`src/rtl/lcd_text_writer.sv`:
```
// Character-stream front end for the LCD byte controller: runs the init
// command sequence, then turns bytes into data/command transfers with cursor tracking.
module lcd_text_writer #(
  parameter int COLS     = 16,
  parameter int INIT_LEN = 4,
  localparam int COL_W   = (COLS > 1) ? $clog2(COLS) : 1,
  localparam int IDX_W   = (INIT_LEN > 1) ? $clog2(INIT_LEN) : 1
) (
  input  logic             clk,
  input  logic             rst,
  input  logic [7:0]       char_in,
  input  logic             char_valid,
  output logic             char_ready,
  output logic [7:0]       lcd_data,
  output logic             lcd_is_cmd,
  output logic             lcd_req,
  input  logic             lcd_ack,
  output logic             init_done,
  output logic             cursor_row,
  output logic [COL_W-1:0] cursor_col
);

  typedef enum logic [2:0] {S_INIT, S_IDLE, S_REQ, S_REL, S_NEXT} state_t;
  // What the in-flight transfer does to the cursor once it is acknowledged.
  typedef enum logic [1:0] {K_CMD, K_PRINT, K_NL, K_FF} kind_t;

  state_t           state, state_nxt;
  kind_t            kind, kind_nxt;
  logic [IDX_W-1:0] idx, idx_nxt;
  logic             pend, pend_nxt;
  logic [7:0]       pend_cmd, pend_cmd_nxt;
  logic [7:0]       data_nxt;
  logic             is_cmd_nxt, req_nxt, ready_nxt, done_nxt, row_nxt;
  logic [COL_W-1:0] col_nxt;

  logic       accept, last_init, wrap_col;
  logic [7:0] other_row_cmd;

  function automatic logic [7:0] init_rom(input logic [IDX_W-1:0] i);
    case (int'(i))
      0:       init_rom = 8'h38;
      1:       init_rom = 8'h0C;
      2:       init_rom = 8'h01;
      3:       init_rom = 8'h06;
      default: init_rom = 8'h00;
    endcase
  endfunction

  assign accept        = char_valid && char_ready;
  assign last_init     = (idx == IDX_W'(INIT_LEN - 1));
  assign wrap_col      = (cursor_col == COL_W'(COLS - 1));
  assign other_row_cmd = cursor_row ? 8'h80 : 8'hC0;

  always_ff @(posedge clk) begin
    if (rst) state <= S_INIT;
    else     state <= state_nxt;
  end

  always_comb begin
    state_nxt = state;
    case (state)
      S_INIT: state_nxt = S_REQ;
      S_IDLE: if (accept) state_nxt = S_REQ;
      S_REQ:  if (lcd_ack) state_nxt = S_REL;
      S_REL:  if (!lcd_ack) state_nxt = S_NEXT;
      S_NEXT: begin
        if (pend)                        state_nxt = S_REQ;
        else if (!init_done && !last_init) state_nxt = S_INIT;
        else                             state_nxt = S_IDLE;
      end
      default: state_nxt = S_INIT;
    endcase
  end

  always_comb begin
    data_nxt     = lcd_data;
    is_cmd_nxt   = lcd_is_cmd;
    req_nxt      = lcd_req;
    ready_nxt    = char_ready;
    done_nxt     = init_done;
    row_nxt      = cursor_row;
    col_nxt      = cursor_col;
    idx_nxt      = idx;
    kind_nxt     = kind;
    pend_nxt     = pend;
    pend_cmd_nxt = pend_cmd;
    case (state)
      S_INIT: begin
        data_nxt   = init_rom(idx);
        is_cmd_nxt = 1'b1;
        req_nxt    = 1'b1;
        kind_nxt   = K_CMD;
      end
      S_IDLE: begin
        if (accept) begin
          ready_nxt = 1'b0;
          req_nxt   = 1'b1;
          case (char_in)
            8'h0A: begin
              data_nxt   = other_row_cmd;
              is_cmd_nxt = 1'b1;
              kind_nxt   = K_NL;
            end
            8'h0C: begin
              data_nxt   = 8'h01;
              is_cmd_nxt = 1'b1;
              kind_nxt   = K_FF;
            end
            default: begin
              data_nxt   = char_in;
              is_cmd_nxt = 1'b0;
              kind_nxt   = K_PRINT;
            end
          endcase
        end
      end
      S_REQ: begin
        if (lcd_ack) begin
          req_nxt = 1'b0;
          case (kind)
            K_PRINT: begin
              if (wrap_col) begin
                col_nxt      = '0;
                row_nxt      = ~cursor_row;
                pend_nxt     = 1'b1;
                pend_cmd_nxt = other_row_cmd;
              end else begin
                col_nxt = cursor_col + COL_W'(1);
              end
            end
            K_NL: begin
              row_nxt = ~cursor_row;
              col_nxt = '0;
            end
            K_FF: begin
              row_nxt = 1'b0;
              col_nxt = '0;
            end
            default: ;
          endcase
        end
      end
      S_NEXT: begin
        if (pend) begin
          data_nxt   = pend_cmd;
          is_cmd_nxt = 1'b1;
          req_nxt    = 1'b1;
          kind_nxt   = K_CMD;
          pend_nxt   = 1'b0;
        end else if (!init_done) begin
          if (last_init) begin
            done_nxt  = 1'b1;
            row_nxt   = 1'b0;
            col_nxt   = '0;
            ready_nxt = 1'b1;
          end else begin
            idx_nxt = idx + IDX_W'(1);
          end
        end else begin
          ready_nxt = 1'b1;
        end
      end
      default: ;
    endcase
  end

  always_ff @(posedge clk) begin
    if (rst) begin
      lcd_data   <= 8'h00;
      lcd_is_cmd <= 1'b0;
      lcd_req    <= 1'b0;
      char_ready <= 1'b0;
      init_done  <= 1'b0;
      cursor_row <= 1'b0;
      cursor_col <= '0;
      idx        <= '0;
      kind       <= K_CMD;
      pend       <= 1'b0;
      pend_cmd   <= 8'h00;
    end else begin
      lcd_data   <= data_nxt;
      lcd_is_cmd <= is_cmd_nxt;
      lcd_req    <= req_nxt;
      char_ready <= ready_nxt;
      init_done  <= done_nxt;
      cursor_row <= row_nxt;
      cursor_col <= col_nxt;
      idx        <= idx_nxt;
      kind       <= kind_nxt;
      pend       <= pend_nxt;
      pend_cmd   <= pend_cmd_nxt;
    end
  end

endmodule

```
`config.mk`:
```
export PLATFORM = sky130hd
export DESIGN_NAME = lcd_text_writer
export DESIGN_NICKNAME = d
export VERILOG_FILES = /design/src/rtl/lcd_text_writer.sv
export SDC_FILE = /design/constraint.sdc
export NUM_CORES = 1
export LEC_CHECK = 0
export BUFFER_PORTS_ARGS = -buffer_cell sky130_fd_sc_hd__buf_2
export CAP_MARGIN = 20
export CORE_MARGIN = 2
export CORE_UTILIZATION = 55
export DETAILED_ROUTE_END_ITERATION = 10
export GPL_ROUTABILITY_DRIVEN = 0
export GPL_TIMING_DRIVEN = 0
export PLACE_DENSITY = 0.86
export SLEW_MARGIN = 20
export SYNTH_ARGS = -nofsm -noshare
export SYNTH_HDL_FRONTEND = slang
export SYNTH_SLANG_ARGS = --single-unit
```
`constraint.sdc`:
```
create_clock -name clk -period 3.9 [get_ports clk]
set_clock_uncertainty 0.1 [all_clocks]
set_input_delay 0.78 -clock clk [delete_from_list [all_inputs] [get_ports clk]]
set_output_delay 0.78 -clock clk [all_outputs]
set_load 0.01 [all_outputs]
```
---- Word level (Yosys, flattened, before mapping) ----
Index checks and enable logic that the tools add are counted.
Widths: inputs -> output; s select.
operators by class
  $add $sub $neg .......................... 2
  equality and inequality tests ........... 26
  mux-type cells .......................... 48
  bitwise logic cells ..................... 4
  reduce and logical (&&, ||, !) cells .... 22
operators by type and width
  operator             count
  $pmux 8 s4           1
  $pmux 8 s3           1
  $mux 1               20
  $mux 4               5
  $reduce_and 4->1     5
  $ne 2x2->1 const B   9
  $eq 8x4->1 const B   2
  $mux 8               2
  $pmux 4 s2           2
  $pmux 8 s2           1
  $pmux 3 s5           1
  $mux 3               3
  $ne 3x3->1 const B   3
  $eq 2x2->1 const B   4
  $mux 7               1
  $reduce_and 7->1     1
  $eq 3x2->1 const B   2
  $mux 2               3
  $pmux 1 s2           3
  $pmux 1 s3           2
  $pmux 2 s3           1
  $reduce_and 3->1     2
  $reduce_and 6->1     1
  $add 4x1->4 const B  1
  other kinds (18)     26
storage, ports and cells
  bits in registers ....................... 33
  input bits .............................. 12
  output and inout port bits .............. 17
  logic and storage cells ................. 114

---- Longest topological paths before layout ----
Gate-level depths: netlist of the first run.
  depth in word-level cells ............... 6
  gate-level depth with buffers ........... 6
  depth with buffers taken out ............ 5

---- Least setup slack after synthesis of the first run ----
Ideal clock, no wire load.
  path type ............................... input to register
  start ................................... input port char_in[5]
  end ..................................... register lcd_data[6]
  library setup time ...................... 78 ps
  data arrival time ....................... 1,913 ps
  data required time ...................... 3,722 ps
  setup slack ............................. 1,810 ps
  stages .................................. 4
  buffers on the path ..................... 0
  path through ............................ or4_1 > nor4_1 > a2111oi_0 > nor3_1
between the ends
  word-level cells in the longest chain between the ends .. 4
  elaborated cells between the ends (all ways) .. 5
  those cells by class .................... 2 x eq/ne; 3 x mux
RTL lines
  what                  RTL line  source
  start, declared       11        input logic [7:0] char_in,
  $eq 8x4->1            98        case (char_in)
  $pmux 8 s2 (*)        98
  $mux 8 (*)            95        if (accept) begin
  $pmux 8 s3 (*)        87        case (state)
  end signal, assigned  181       lcd_data <= data_nxt;
  end, declared         14        output logic [7:0] lcd_data,
Every way passes the cells marked *; elsewhere a longest branch is shown, timed or not. The select of a mux whose other input is x is not followed.
A chain may end at the register's enable or synchronous reset.

---- Final worst setup path of the first run ----
  start ................................... register state[2]
  end ..................................... register lcd_data[4]
between the ends
  word-level cells in the longest chain between the ends .. 3
  elaborated cells between the ends (all ways) .. 8
  those cells by class .................... 4 x eq/ne; 1 x mux; 3 x reduce/logical
RTL lines
  what                                                       RTL line  source
  start, declared                                            27        state_t state, state_nxt;
  start signal, assigned                                     56        else state <= state_nxt;
  $eq 3x3->1, or another cell as far along                   87
  $ne 2x2->1 (no line) or $reduce_bool 3->1 (tied branches)  -
  $reduce_and 3->1 (no line)                                 -
Several ways; a longest one is shown, not always the timed one.

==> run_results.csv, run 1 <==
group,metric,value,unit
run_status,status,"finished, final reports clean",
setup_path,path_delay_family,"simple AND/OR/NAND/NOR gates",
drt,vias_per_cell,6.43,
floorplan,placementRows,18,
setup_path,reg2reg_to,"lcd_data[4]$_SDFFE_PP0P_",
sta,hold_viol_final,0,
synthesis,synthArstFlopShare,0,%
cts,cts.hold.buffers_added,0,
setup_path,worst_r2r_path_depth,5,
synthesis,yosys.cell_count.top_type,"dfxtp_1",
cts,cts_tree,"built",
drt,drc_errors,0,
drt,avgRoutedWirePerCell,16.2,um
hold_path,min_delay_path_depth,2,
synthesis,synthCells,185,
synthesis,synth_ff_type,"dfxtp_1",
hold_path,worstHoldPathType,"flop to flop",
synthesis,ys_seq_area_share,36.4,%
floorplan,ioPinCount,29,
floorplan,die_area,3130,um^2
setup_path,startpoint_type,"flop",
cts,clk_pin_slew,160,ps
global_route,antenna_found_initial,0,
sta,report.final.slew_viol_count,0,
sta,period_needed,2150,ps
synthesis,synthesis.area,1490,um^2
sta,final.period_utilization,55.1,%
placed_design,dp_cells,242,
cts,root_buffer,"clkbuf_4",
setup_path,rrSetupSlack,1750,ps
synthesis,ys.warnings.count,0,
cts,cts_sinks,27,
placed_design,port_buffers,27,
drt,drtIter0Drc,107,
drt,drt-total-wl,3970,um
finish,diodes,0,
floorplan,die_x,56.0,um
floorplan,start_util,58.9,%
setup_path,crit_fanout,10,
power,peakVddDrop,0.212,mV
power,pwr_density_cell,314,nW/um^2
setup_path,cp_slowest_cell,"nor3_1",
sta,tightest_slew,918,ps
synthesis,synth_largest_area_cell,"dfxtp_1",
setup_path,r2r-start,"state[2]$_SDFFE_PP0P_",
synthesis,ys_ff_latch,27,
setup_path,crit_chain,"clkbuf_1, nand2b_1, nor3_1, nand3_1, a31oi_1",
synthesis,yosys-top-cells-area,"dfxtp_1 (36%), o21ai_0 (5.4%), a21oi_1 (4.4%)",
cts,h-tree-depth,1,
global_route,grt_pass1_wl,6590,um
finish,syn_to_final_growth,13.6,%
drt,num_vias,1582,
global_route,grt.overflow.total,0,
synthesis,ys_types,42,
synthesis,synth_top_area_share,36.4,%
drt,drtPass1Iterations,4,
sta,slew_headroom,38.3,%
cts,clk_latency,350,ps
synthesis,syn-num-nets,202,
sta,rsz0062_at_grt,"false",
sta,tns,0,ps
floorplan,core_area,2520,um^2
synthesis,synth_edf_count,0,
hold_path,hold_end,"lcd_data[3]$_SDFFE_PP0P_",
cts,cts_made_buffers,3,
cts,cts_resized,0,
run,cap_violations,0,
sta,fmax,0.466,GHz
power,cellLeakagePower,0.000635,uW
setup_path,cp-end-kind,"flop",
setup_path,worst-endpoint-required,4090,ps
global_route,grt_pass1_vias,1467,
finish,drive_gt1_share,15.7,%
finish,fin_cells,246,
setup_path,path_class,"flop to flop",
setup_path,cp_num_buf_inv,1,
placed_design,place_hpwl,2980,um
synthesis,synth_common_cells,"dfxtp_1 (27), o21ai_0 (16), a21oi_1 (13), nor2_1 (13), inv_1 (10)",
cts,cts_setup_buffers,0,
setup_path,slowest_delay,760,ps
floorplan,die_h,56.0,um
setup_path,arrival,2330,ps
synthesis,avgSynthCellArea,8.03,um^2
hold_path,hold_start,"lcd_data[3]$_SDFFE_PP0P_",
finish,n_fill_cell,209,
cts,clockBufferDepth,2,
finish,fin_nets,234,
global_route,grt_max_degree,17,
drt,ant_nets,0,
global_route,grt_use_total,26.0,%
sta,setup_viol_count_final,0,
==> power by group <==
| group | internal [uW] | switching, uW | leakage [uW] | total (uW) |
|---|---|---|---|---|
| Sequential | 288 | 7.73 | 0.000220 | 295 |
| Clock | 39.4 | 91.7 | 0.0000139 | 131 |
| Combinational | 38.6 | 65.5 | 0.000402 | 104 |
==> worst register-to-register path, delay by kind of cell (launching register included) <==
family	cells	cell delay (ps)
flip-flops	1	370
AND/OR/NAND/NOR	3	1190
buffers and inverters	1	200
AO/OA/AOI/OAI	1	220
==> state kept, by name (all words and copies together) (netlist names) <==
signal	cells
char_ready	1
cursor_col	4
cursor_row	1
idx	2
init_done	1
kind	2
lcd_data	8
lcd_is_cmd	1
lcd_req	1
pend	1
pend_cmd	2
state	3
==> worst max-delay path by stage <==
stage,from,end,depth (start not counted)
after floorplan,char_in[5],lcd_data[6]$_SDFFE_PP0P_,4
after global placement,char_in[5],lcd_data[6]$_SDFFE_PP0P_,5
after detailed placement,char_in[5],kind[1]$_SDFFE_PP0P_,5
after CTS,state[1]$_SDFFE_PP0P_,cursor_col[2]$_SDFFE_PP0P_,4
after global routing,state[2]$_SDFFE_PP0P_,lcd_data[4]$_SDFFE_PP0P_,5
final,state[2]$_SDFFE_PP0P_,lcd_data[4]$_SDFFE_PP0P_,5
==> placed cells by master (no fill, tap or decap), drive strengths merged, types with 2 or more instances in the layout <==
cell and instances:
a21oi 13, buf 28, nand4 7, inv 10, o41ai 2, a2111oi 3, a211oi 3, or3b 2
ha 5, nand3b 5, clkbuf 12, a31oi 6, nand2 8, nand3 9, dfxtp 27, or4 5
nor3 7, nor2 13, o311ai 3, nor4 3, nand2b 5, o21ai 16, nor3b 2, nor2b 4
==> metal layers <==
metal  up-vias  wire length (um)  track usage, %
met3         9               293            4.19
met2        82              1900            43.0
li1        758                 -               -
met5         -                 0               0
met4         0                81            9.86
met1       733              1700            33.8
==> kinds of logic after synthesis <==
group	count (synthesis)	synth area share, %
compound gates	55	23.7
mux	1	0.673
simple gates	74	28.0
flops	27	36.4
buf+inv	21	5.81
fa+ha+maj	5	4.21
xor+xnor	2	1.18
==> per-stage QoR <==
stage                     util (%)  cell area, um^2  setup WS, ps  total power, uW  hold WS, ps
after global routing          67.0             1690          1630              553          405
after floorplan                  -             1490          1810              368          341
after CTS                     67.0             1690          1750              527          392
after global placement        65.8             1660          1570              397          359
after detailed placement      65.8             1660          1570              403          364
final                         67.0             1690          1750              531          398
==> final cells by class <==
| cell class | instances | area (um^2) | area share [%] |
|---|---|---|---|
| multi-input cells | 137 | 860 | 50.9 |
| flip-flops and latches | 27 | 541 | 32.0 |
| repair buffers | 27 | 135 | 8.00 |
| plain buffers | 10 | 45.0 | 2.67 |
| inverters | 11 | 41.3 | 2.44 |
| well taps | 30 | 37.5 | 2.22 |
| clock buffers | 3 | 22.5 | 1.33 |
| clock inverters | 1 | 7.51 | 0.444 |
Note: power is estimated with default switching activity, not from simulation.
==> run 2: changes to the inputs <==
--- a/config.mk
+++ b/config.mk
@@ -8,11 +8,11 @@
 export BUFFER_PORTS_ARGS = -buffer_cell sky130_fd_sc_hd__buf_2
 export CAP_MARGIN = 20
 export CORE_MARGIN = 2
-export CORE_UTILIZATION = 55
+export CORE_UTILIZATION = 49
 export DETAILED_ROUTE_END_ITERATION = 10
 export GPL_ROUTABILITY_DRIVEN = 0
 export GPL_TIMING_DRIVEN = 0
-export PLACE_DENSITY = 0.86
+export PLACE_DENSITY = 0.81
 export SLEW_MARGIN = 20
 export SYNTH_ARGS = -nofsm -noshare
 export SYNTH_HDL_FRONTEND = slang
==> constraint.sdc (replaced) <==
create_clock -name clk -period 1.75 [get_ports clk]
set_clock_uncertainty 0.1 [all_clocks]
set_input_delay 0.35 -clock clk [delete_from_list [all_inputs] [get_ports clk]]
set_output_delay 0.35 -clock clk [all_outputs]
set_load 0.01 [all_outputs]
==> run_results.csv, run 2 (synthesized netlist as in run 1, its figures left out) <==
group,metric,value,unit
global_route,use_met1,31.9,%
floorplan,die_x,59.1,um
sta,report.final.slew_viol_count,0,
power,cellLeakagePower,0.000710,uW
finish,final_cell_mix,"buf_2 (29), dfxtp_1 (22), o21ai_0 (16)",
cts,clk_latency,330,ps
sta,fin_hold_ws,209,ps
power,seq_power_share,55.2,%
drt,drtIter0Drc,96,
cts,cts_made_buffers,3,
setup_path,crit_fanout,4,
sta,tightest_slew,516,ps
global_route,globalRouteMet3Util,4.15,%
global_route,grt_pass1_vias,1356,
sta,final.period_utilization,104,%
power,combPwrFrac,22.4,%
setup_path,startpoint_type,"flop",
power,peakVddDrop,0.521,mV
global_route,antenna_found_initial,0,
floorplan,die_h,59.1,um
power,internal_power,832,uW
run,cap_violations,0,
floorplan,start_util,52.5,%
hold_path,worstHoldPathType,"input port to flop",
floorplan,ioPinCount,29,
finish,syn_to_final_growth,24.2,%
drt,drc_errors,0,
floorplan,placementRows,19,
sta,period_needed,1820,ps
power,clkPwrFrac,22.4,%
global_route,grt_max_degree,16,
sta,hold_viol_final,0,
run_status,violations,"setup timing",
setup_path,worst-endpoint-required,1910,ps
finish,top_regs,"lcd_data: 8 flops, cursor_col: 4 flops, state: 3 flops",
finish,multiInputGateArea,965,um^2
placed_design,place_hpwl,2750,um
sta,fin_ws,-73.4,ps
sta,setup_viol_count_final,1,
floorplan,core_area,2830,um^2
drt,drtPass1Iterations,4,
power,p_sw,360,uW
setup_path,cp-end-kind,"flop",
finish,diodes,0,
sta,slew_headroom,65.6,%
cts,cts_sinks,27,
global_route,grt_use_total,23.4,%
sta,fmax,0.548,GHz
finish,fin_cells,252,
finish,register_area,552,um^2
drt,ant_nets,0,
global_route,grt.busiest_layer,"met2",
placed_design,port_buffers,27,
cts,h-tree-depth,1,
setup_path,arrival,1980,ps
finish,top_register,"lcd_data",
global_route,grt_pass1_wl,6320,um
finish,n_fill_cell,238,
floorplan,die_area,3490,um^2
cts,clk_pin_slew,150,ps
run_status,status,"finished with violations",
cts,root_buffer,"clkbuf_4",
finish,drive_gt1_share,29.9,%
global_route,grt.overflow.total,0,
drt,avgRoutedWirePerCell,15.7,um
drt,drt-total-wl,3950,um
cts,cts_tree,"built",
sta,rsz0062_at_grt,"true",
cts,clockBufferDepth,2,
drt,vias_per_cell,6.19,
global_route,met2_usage,37.9,%
power,switching_share,30.2,%
drt,num_vias,1559,
sta,tns,-73.4,ps
power,pwr_density_cell,646,nW/um^2
finish,final_common_cell,"buf_2",
setup_path,path_class,"flop to flop",
finish,fin_nets,239,
placed_design,dp_cells,243,
finish,largest_register_ffs,8,
==> run 2: repair_timing <==
item | in CTS | in global routing
pin swaps | 0 | 2
setup buffers | 3 | 3
endpoints found under the setup margin | 21 | 22
hold buffers | 0 | 0
resized for setup | 18 | 22
==> run 2: final cells by class <==
class	count	area share, %
inverter	11	2.31
buffer	9	2.17
sequential	27	29.9
clock inverter	1	0.271
multi-input combinational	137	52.3
clock buffer	3	1.22
timing repair buffer	33	9.76
tap	31	2.10
==> run 2: critical path, cell delays in order (launching register included) <==
cell and delay, ps:
dfxtp_2 370, ha_4 170, and3_1 190, or3_4 390, or4_4 420, a21oi_2 120
==> run 2: routing by layer <==
layer / vias up / share of wire, %
li1: 772 / -
met1: 726 / 45
met2: 59 / 48
met3: 2 / 6.1
met4: 0 / 0.43
met5: - / 0
==> run 2: worst paths after layout <==
kind / start / depth (start not counted) / slack, ps / end
max: cursor_col[0]$_SDFFE_PP0P_ / 5 / -70 / cursor_col[0]$_SDFFE_PP0P_
min: lcd_ack / 2 / 210 / state[0]$_SDFFE_PP0P_
max reg2reg: cursor_col[0]$_SDFFE_PP0P_ / 5 / -70 / cursor_col[0]$_SDFFE_PP0P_
min reg2reg: char_ready$_SDFFE_PP0P_ / 2 / 390 / char_ready$_SDFFE_PP0P_
==> run 2: power by group through the flow <==
| stage | Clock (uW) | Sequential, uW | Combinational (uW) |
|---|---|---|---|
| after CTS | 275 | 658 | 249 |
| after global placement | 0 | 670 | 222 |
| final | 267 | 658 | 267 |
| after detailed placement | 0 | 671 | 224 |
| after global routing | 298 | 662 | 293 |
| after floorplan | 0 | 678 | 141 |
==> run 2: stage by stage <==
step | instance area [um^2] | total power (uW) | setup WS [ps] | utilization, %
6_report | 1850 | 1190 | -73.4 | 65.2
5_1_grt | 1850 | 1250 | -112 | 65.2
4_1_cts | 1770 | 1180 | -118 | 62.6
3_5_place_dp | 1660 | 895 | -244 | 58.7
3_3_place_gp | 1660 | 892 | -265 | 58.7
2_1_floorplan | 1490 | 819 | -61.0 | -
